### src/rtl/multicore_pkg.sv
// Shared types for the multicore memory subsystem: data width, load/store
// operation encodings and the data-cache request arbiter state encoding.
package multicore_pkg;

  localparam int unsigned DATA_SIZE = 32;

  typedef enum logic [2:0] {
    LDOP_LB,
    LDOP_LH,
    LDOP_LW,
    LDOP_LBU,
    LDOP_LHU
  } t_ldop;

  typedef enum logic [1:0] {
    SOP_SB,
    SOP_SH,
    SOP_SW
  } t_sop;

  // Word-sized access is the idle/default operation on the cache port.
  localparam t_ldop LDOP_DEFAULT = LDOP_LW;
  localparam t_sop  SOP_DEFAULT  = SOP_SW;

  typedef enum logic [1:0] {
    ARB_IDLE,
    ARB_ISSUE,
    ARB_WAIT
  } t_dcarb_state;

endpackage

### src/rtl/dcache_req_arbiter_rr_pick.sv
// rr_pick: combinational round-robin picker. Scans the request vector
// starting at start_ptr (wrapping at NUM_REQ, which need not be a power of
// two) and returns the first requester as one-hot and binary index.
// Build option: DCACHE_ARB_FIXED_PRIO_EN forces the scan to start at 0
// (fixed priority, lowest index wins).
module rr_pick #(
  parameter  int unsigned NUM_REQ = 2,
  localparam int unsigned IDX_W   = $clog2(NUM_REQ)
) (
  input  logic [NUM_REQ-1:0] req,
  input  logic [IDX_W-1:0]   start_ptr,
  output logic [NUM_REQ-1:0] gnt,
  output logic [IDX_W-1:0]   idx
);

  logic [IDX_W-1:0] base;

`ifdef DCACHE_ARB_FIXED_PRIO_EN
  assign base = '0;
`else
  assign base = start_ptr;
`endif

  int unsigned      k;
  logic [IDX_W-1:0] k_idx;
  logic             found;

  // First requester at or after base, wrapping modulo NUM_REQ.
  always_comb begin
    gnt   = '0;
    idx   = '0;
    found = 1'b0;
    k     = 0;
    k_idx = '0;
    for (int unsigned i = 0; i < NUM_REQ; i++) begin
      k = 32'(base) + i;
      if (k >= NUM_REQ) begin
        k = k - NUM_REQ;
      end
      k_idx = k[IDX_W-1:0];
      if (!found && req[k_idx]) begin
        gnt[k_idx] = 1'b1;
        idx        = k_idx;
        found      = 1'b1;
      end
    end
  end

endmodule

### src/rtl/dcache_req_arbiter.sv
// dcache_req_arbiter: shares one data_cache request port between NUM_REQ
// requesters, one outstanding transaction at a time (IDLE -> ISSUE -> WAIT).
// Build option: DCACHE_ARB_FIXED_PRIO_EN selects fixed priority (lowest
// index wins) instead of round-robin; the rotating pointer is then absent.
module dcache_req_arbiter
  import multicore_pkg::*;
#(
  parameter int unsigned NUM_REQ   = 2,
  parameter int unsigned ADDR_SIZE = 32
) (
  input  logic                                i_aclk,
  input  logic                                i_reset,
  input  logic [NUM_REQ-1:0]                  i_req,
  input  logic [NUM_REQ-1:0]                  i_req_write,
  input  logic [NUM_REQ-1:0][ADDR_SIZE-1:0]   i_addr,
  input  logic [NUM_REQ-1:0][DATA_SIZE-1:0]   i_store_data,
  input  t_sop [NUM_REQ-1:0]                  i_sop,
  input  t_ldop [NUM_REQ-1:0]                 i_ldop,
  output logic [NUM_REQ-1:0]                  o_gnt,
  output logic [NUM_REQ-1:0]                  o_busy,
  output logic [NUM_REQ-1:0]                  o_done,
  output logic [DATA_SIZE-1:0]                o_data,
  output logic                                o_req,
  output logic                                o_req_write,
  output logic [ADDR_SIZE-1:0]                o_addr,
  output logic [DATA_SIZE-1:0]                o_store_data,
  output t_sop                                o_sop,
  output t_ldop                               o_ldop,
  input  logic                                i_req_ready,
  input  logic                                i_data_valid,
  input  logic [DATA_SIZE-1:0]                i_data
);

  localparam int unsigned IDX_W = $clog2(NUM_REQ);

  t_dcarb_state         state_q, state_d;
  logic [NUM_REQ-1:0]   gnt_q;
  logic                 write_q;
  logic [ADDR_SIZE-1:0] addr_q;
  logic [DATA_SIZE-1:0] sdata_q;
  t_sop                 sop_q;
  t_ldop                ldop_q;

  logic [NUM_REQ-1:0]   pick_gnt;
  logic [IDX_W-1:0]     pick_idx;
  logic [IDX_W-1:0]     start_ptr;
  logic                 capture;
  logic                 complete;

`ifdef DCACHE_ARB_FIXED_PRIO_EN
  assign start_ptr = '0;
`else
  logic [IDX_W-1:0]     win_q;
  logic [IDX_W-1:0]     rr_ptr_q;

  assign start_ptr = rr_ptr_q;

  // Remember the winner and rotate the search start past it on completion.
  always_ff @(posedge i_aclk) begin
    if (i_reset) begin
      win_q    <= '0;
      rr_ptr_q <= '0;
    end else begin
      if (capture) begin
        win_q <= pick_idx;
      end
      if (complete) begin
        rr_ptr_q <= (win_q == IDX_W'(NUM_REQ - 1)) ? '0 : win_q + 1'b1;
      end
    end
  end
`endif

  rr_pick #(
    .NUM_REQ (NUM_REQ)
  ) u_rr_pick (
    .req       (i_req),
    .start_ptr (start_ptr),
    .gnt       (pick_gnt),
    .idx       (pick_idx)
  );

  // Next-state and cache/requester handshake outputs.
  always_comb begin
    state_d  = state_q;
    o_req    = 1'b0;
    o_done   = '0;
    o_data   = '0;
    capture  = 1'b0;
    complete = 1'b0;
    case (state_q)
      ARB_IDLE: begin
        if (|i_req) begin
          capture = 1'b1;
          state_d = ARB_ISSUE;
        end
      end
      ARB_ISSUE: begin
        o_req = 1'b1;
        if (i_req_ready) begin
          state_d = ARB_WAIT;
        end
      end
      ARB_WAIT: begin
        if (i_data_valid) begin
          o_done   = gnt_q;
          o_data   = i_data;
          complete = 1'b1;
          state_d  = ARB_IDLE;
        end
      end
      default: state_d = ARB_IDLE;
    endcase
  end

  // State register.
  always_ff @(posedge i_aclk) begin
    if (i_reset) begin
      state_q <= ARB_IDLE;
    end else begin
      state_q <= state_d;
    end
  end

  // Grant is held from the pick until the completion pulse.
  always_ff @(posedge i_aclk) begin
    if (i_reset) begin
      gnt_q <= '0;
    end else if (capture) begin
      gnt_q <= pick_gnt;
    end else if (complete) begin
      gnt_q <= '0;
    end
  end

  // Winner's request fields are sampled once, in IDLE, and held for the cache.
  always_ff @(posedge i_aclk) begin
    if (i_reset) begin
      write_q <= 1'b0;
      addr_q  <= '0;
      sdata_q <= '0;
      sop_q   <= SOP_DEFAULT;
      ldop_q  <= LDOP_DEFAULT;
    end else if (capture) begin
      write_q <= i_req_write[pick_idx];
      addr_q  <= i_addr[pick_idx];
      sdata_q <= i_store_data[pick_idx];
      sop_q   <= i_sop[pick_idx];
      ldop_q  <= i_ldop[pick_idx];
    end
  end

  assign o_gnt        = gnt_q;
  assign o_busy       = i_req & ~o_done;
  assign o_req_write  = write_q;
  assign o_addr       = addr_q;
  assign o_store_data = sdata_q;
  assign o_sop        = sop_q;
  assign o_ldop       = ldop_q;

endmodule

### config.mk
export PLATFORM = sky130hd
export DESIGN_NAME = dcache_req_arbiter
export DESIGN_NICKNAME = d
export VERILOG_FILES = /design/src/rtl/multicore_pkg.sv /design/src/rtl/dcache_req_arbiter_rr_pick.sv /design/src/rtl/dcache_req_arbiter.sv
export SDC_FILE = /design/constraint.sdc
export NUM_CORES = 1
export LEC_CHECK = 0
export CAP_MARGIN = 20
export CORE_AREA = 2 2 112 114
export CTS_BUF_LIST = sky130_fd_sc_hd__clkbuf_8
export CTS_CLUSTER_DIAMETER = 150
export DETAILED_ROUTE_END_ITERATION = 12
export DIE_AREA = 0 0 114 116
export HOLD_SLACK_MARGIN = 0.08
export PLACE_DENSITY = 0.76
export REMOVE_ABC_BUFFERS = 1
export SLEW_MARGIN = 20
export SYNTH_ARGS = -nofsm -noshare
export SYNTH_HDL_FRONTEND = slang
export SYNTH_HIERARCHICAL = 1
export SYNTH_SLANG_ARGS = --single-unit
### constraint.sdc
create_clock -name i_aclk -period 2.56 [get_ports i_aclk]
set_input_delay 0.768 -clock i_aclk [delete_from_list [all_inputs] [get_ports i_aclk]]
set_output_delay 0.768 -clock i_aclk [all_outputs]
set_load 0.02 [all_outputs]
Word-level counts from Yosys, hierarchy flattened
Cells that the tools add are included.
{"block": "word_totals", "wordCells": 77, "regBits": 76, "input_bits": 178}
{"block": "op_classes", "reduce_logical": 8, "n_bitwise": 3, "eq_ne": 5, "magnitude_cmp": 7, "muxes": 41, "n_addsub": 4}
{"op": "32-bit two-way mux", "count": 6}
{"op": "2-bit two-way mux", "count": 11}
{"op": "1-bit two-way mux", "count": 19}
{"op": "1-bit by 2-bit < comparator with 1-bit output (second input constant)", "count": 3}
{"op": "3-bit two-way mux", "count": 2}
{"op": "2-bit != test (second input constant)", "count": 3}
{"op": "2-bit one-hot mux with 3 select lines", "count": 1}
{"op": "1-bit logical AND", "count": 3}
{"op": "3-bit AND reduction", "count": 1}
{"op": "1-bit by 1-bit adder with 2-bit output (second input constant)", "count": 1}
{"op": "2-bit bitwise AND", "count": 1}
{"op": "1-bit demux with 1-bit select", "count": 2}
{"op": "2-bit by 1-bit == test with 1-bit output (second input constant)", "count": 1}
{"op": "2-bit == test (second input constant)", "count": 1}
{"op": "1-bit greater-or-equal comparator (second input constant)", "count": 2}
{"op": "1-bit by 2-bit greater-or-equal comparator with 1-bit output (second input constant)", "count": 1}
{"op": "2-bit greater-or-equal comparator (second input constant)", "count": 1}
{"op": "2-bit logical NOT", "count": 1}
{"op": "2-bit inverter", "count": 1}
{"op": "2-bit OR", "count": 1}
{"op": "2-bit nonzero test", "count": 1}
{"op": "2-bit OR reduction", "count": 1}
{"op": "1-bit subtractor (second input constant)", "count": 2}
{"op": "1-bit adder (second input constant)", "count": 1}
{"op": "1-bit logical NOT", "count": 1}

Depth between registers and ports, before layout
{"block": "depth", "word_depth": 10, "mapped_depth": 7, "mapped_depth_nobuf": 5}

By module
Netlist, hierarchy kept.
{"module": "dcache_req_arbiter", "area_per_inst_um2": 3744.8, "cells_each": 391, "instances": 1}
{"module": "rr_pick", "area_per_inst_um2": 30.0, "cells_each": 4, "instances": 1}

Least setup slack after synthesis
OpenSTA, ideal clock, no wires.
{"block": "synth_path", "kind": "input to output", "from": "input i_data_valid", "to": "output o_busy[1]", "t_arrival_ns": 1.630, "stages": 4, "path_buffers": 1, "required_ns": 1.792, "slack_ns": 0.162, "path_cell_list": "and3b_1 clkbuf_2 and2_1 nor2b_1"}
{"block": "synth_via", "elab_chain_len": 4}
{"item": "start: declaration", "line": "dcache_req_arbiter.sv:30", "source": "input logic i_data_valid,"}
{"item": "2-bit two-way mux", "line": "dcache_req_arbiter.sv:105", "source": "if (i_data_valid) begin"}
{"item": "2-bit two-way mux", "line": "dcache_req_arbiter.sv:91", "source": "case (state_q)"}
{"item": "named net o_done[1]", "line": "dcache_req_arbiter.sv:21", "source": "output logic [NUM_REQ-1:0] o_done,"}
{"item": "2-bit inverter", "line": "dcache_req_arbiter.sv:154", "source": "assign o_busy = i_req & ~o_done;"}
{"item": "2-bit bitwise AND", "line": "dcache_req_arbiter.sv:154"}
{"item": "end: declaration", "line": "dcache_req_arbiter.sv:20", "source": "output logic [NUM_REQ-1:0] o_busy,"}
The timed path passes the listed nets, and every way through them passes these cells.

Final worst setup path
{"block": "layout_path", "from": "input i_req[0]", "to": "output o_busy[0]"}
{"block": "layout_via", "elab_chain_len": 1}
{"item": "start: declaration", "line": "dcache_req_arbiter.sv:13", "source": "input logic [NUM_REQ-1:0] i_req,"}
{"item": "2-bit bitwise AND", "line": "dcache_req_arbiter.sv:154"}
No other way between the ends.

==> reports/results.tsv <==
stage	metric	value	unit
run_status	status	finished clean	
layout	final_nets	860	
layout	drive_gt1_share	17.3	%
layout	filler_cell_count	1003	
critical_path	arrival	1.74	ns
clock_tree	numCtsBuffers	9	
clock_tree	cts-htree-levels	3	
logic_synthesis	ys_types	32	
layout	syn_to_final_growth	90.7	%
logic_synthesis	netlist_top_cells_count	76 x dfxtp_1, 71 x a21oi_1, 70 x mux2i_1, 59 x a211oi_1, 33 x and2_1	
drt	post_drt_wl_per_cell	17.7	µm
logic_synthesis	synthCells	395	
die	core	11900	µm²
worst_hold_path	hold_path.class	reg -> reg	
clock_tree	cts-root-buf	clkbuf_8	
placed_design	gp_congestion	0.811	
run	max_cap_violations	0	
global_routing	grt_max_degree	58	
clock_tree	cts_num_sinks	76	
critical_path	cp-start-kind	primary input	
critical_path	critical_path_class	in -> out	
sta	hold_violations	0	
critical_path	required	1.79	ns
drt	ant_nets	0	
layout	seqCellArea	1520	µm²
sta	rsz0062_at_grt	false	
drt	drc_errors	0	
sta	period_needed	2.50	ns
clock_tree	insertion_delay	0.34	ns
logic_synthesis	yosysSeqAreaShare	40.3	%
logic_synthesis	ys_dominant_reg_cell	dfxtp_1	
sta	setup_viol	0	
drt	first_iter_violations	127	
critical_path	worstPathCellList	clkdlybuf4s50_1 -> nor2b_1 -> dlygate4sd2_1	
drt	via_count	4191	
critical_path	endpoint_kind	output pin	
drt	vias_per_cell	5.03	
sta	fin_ws	0.0559	ns
die	chipWidth	114	µm
power_and_ir_drop	p_leak	2.77	nW
global_routing	grtUsageTotal	21.7	%
placed_design	detailed_place_hpwl	11.3	mm
layout	num_antenna_cells	0	
power_and_ir_drop	irDropWorstVdd	353	µV
logic_synthesis	synth_area	3770	µm²
sta	skew	0.00963	ns
critical_path	cp_slowest_stage_delay	0.48	ns
die	rows	40	
die	die_h	116	µm
logic_synthesis	synth_top_area_share	40.3	%
clock_tree	clk_path_buf_depth	2	
logic_synthesis	synth_edf_count	0	
critical_path	cp_max_fo	2	
power_and_ir_drop	powerDensity	493	nW/µm²
logic_synthesis	yosysWarnings	6	
die	io_pins	287	
layout	final_cell_area	7200	µm²
sta	maxSlewHeadroom	47.1	%
die	initial_core_util	31.7	%
logic_synthesis	async_flop_share	0	%
sta	post-route-period-util	97.8	%
logic_synthesis	synth-seq-cells	76	
global_routing	grt_pass1_vias	4281	
die	die_area	13200	µm²
sta	worst_slew_pin_slew	0.793	ns
global_routing	antenna_found_initial	0	
drt	drt_first_pass_iters	4	
placed_design	port_buffers	286	
critical_path	r2r_start	state_q[1]	
layout	multi_input_area	2090	µm²
logic_synthesis	synth_area_per_cell	9.56	µm²
placed_design	dpl_cell_area	6930	µm²
logic_synthesis	yosysTopAreaCell	dfxtp_1	
critical_path	slowest_stage	clkdlybuf4s50_1	
clock_tree	tritoncts	built	
critical_path	cp-startpoint	i_req[0]	
drt	routed_wl	14.8	mm
clock_tree	clkTransAtPathRegs	0.08	ns
global_routing	grt_pass1_wl	22.3	mm
sta	final_max_slew_viol_count	0	
global_routing	grt.overflow.total	0	
logic_synthesis	synth_most_common_cell	dfxtp_1	
logic_synthesis	synth_area_leaders	dfxtp_1 40%, mux2i_1 19%, a211oi_1 12%, a21oi_1 9.4%, and2_1 5.5%	
layout	final_util	60.4	%
placed_design	pre_cts_ws	-0.685	ns
sta	holdWs	0.445	ns
sta	fmax	399	MHz
worst_hold_path	min_from	win_q	
==> worst max-delay path, delay by kind of cell <==
kind,cells,cell delay (ns)
and+or+nand+nor,1,0.13
buffers and inverters,2,0.84
==> metrics by stage <==
stage	cells	power, mW	TNS (ns)
3_5_place_dp	814	2.75	-22.34
4_1_cts	834	3.59	0
3_3_place_gp	814	2.73	-20.60
6_report	834	3.55	0
2_1_floorplan	351	2.00	-264.45
5_1_grt	834	3.75	0
==> path summary, 6_finish.rpt <==
path	end	slack (ns)	cells past startpoint
max	o_busy[0]	0.06	3
min	rr_ptr_q	0.44	1
max reg2reg	o_addr[15]	0.81	5
min reg2reg	rr_ptr_q	0.44	1
==> flip-flops by register name, summed over array words and instances, names as in the netlist, 2 cells and up <==
signal        cells
o_sop             2
o_ldop            3
state_q           2
o_gnt             2
o_addr           32
o_store_data     32
==> kinds of logic (layout without fill, tap and decap cells) <==
kind of cell | Yosys count | count (layout) | synth area share (%)
AND/OR/NAND/NOR | 54 | 54 | 8.72
AO/OA/AOI/OAI | 149 | 149 | 26.4
buffers and inverters | 46 | 338 | 6.03
multiplexers | 70 | 70 | 18.6
flip-flops | 76 | 76 | 40.3
==> power breakdown <==
part / total [mW] / switching [mW] / internal, mW
clock: 0.825 / 0.467 / 0.359
combinational: 1.33 / 0.614 / 0.711
sequential: 1.40 / 0.0795 / 1.32
==> cells in the final DEF (no fill, tap or decap), types with 3 or more instances in the layout <==
master | Yosys | routed
a211oi_1 | 59 | 59
buf_4 | 1 | 24
mux2i_1 | 70 | 70
inv_1 | 2 | 3
nor2_1 | 5 | 5
and2_4 | 0 | 17
buf_2 | 28 | 14
clkdlybuf4s50_1 | 0 | 247
clkbuf_8 | 0 | 9
and2_1 | 33 | 16
a21oi_1 | 71 | 71
nor2b_1 | 3 | 3
dfxtp_1 | 76 | 76
clkdlybuf4s15_2 | 0 | 4
buf_12 | 0 | 9
buf_6 | 2 | 18
a211oi_2 | 10 | 10
==> cell type report <==
| type | count | area share [%] |
|---|---|---|
| Timing Repair Buffer | 320 | 44.8 |
| Multi-Input combinational cell | 273 | 29.0 |
| Sequential cell | 76 | 21.1 |
| Tap cell | 147 | 2.56 |
| Clock buffer | 9 | 1.72 |
| Clock inverter | 7 | 0.730 |
| Inverter | 2 | 0.104 |
==> repair_timing <==
action	4_1_cts	5_1_grt
buffers inserted	2	0
hold buffers	0	0
pin swaps	1	0
resized for setup	187	2
setup endpoints to repair	37	16
cloned	2	0
==> layer usage <==
layer	wire length, µm	track usage (%)
met1	5270	22.1
met2	7650	40.5
met3	1350	7.17
met4	507	9.51
met5	0	0
Power figures use the tool's default switching activity.
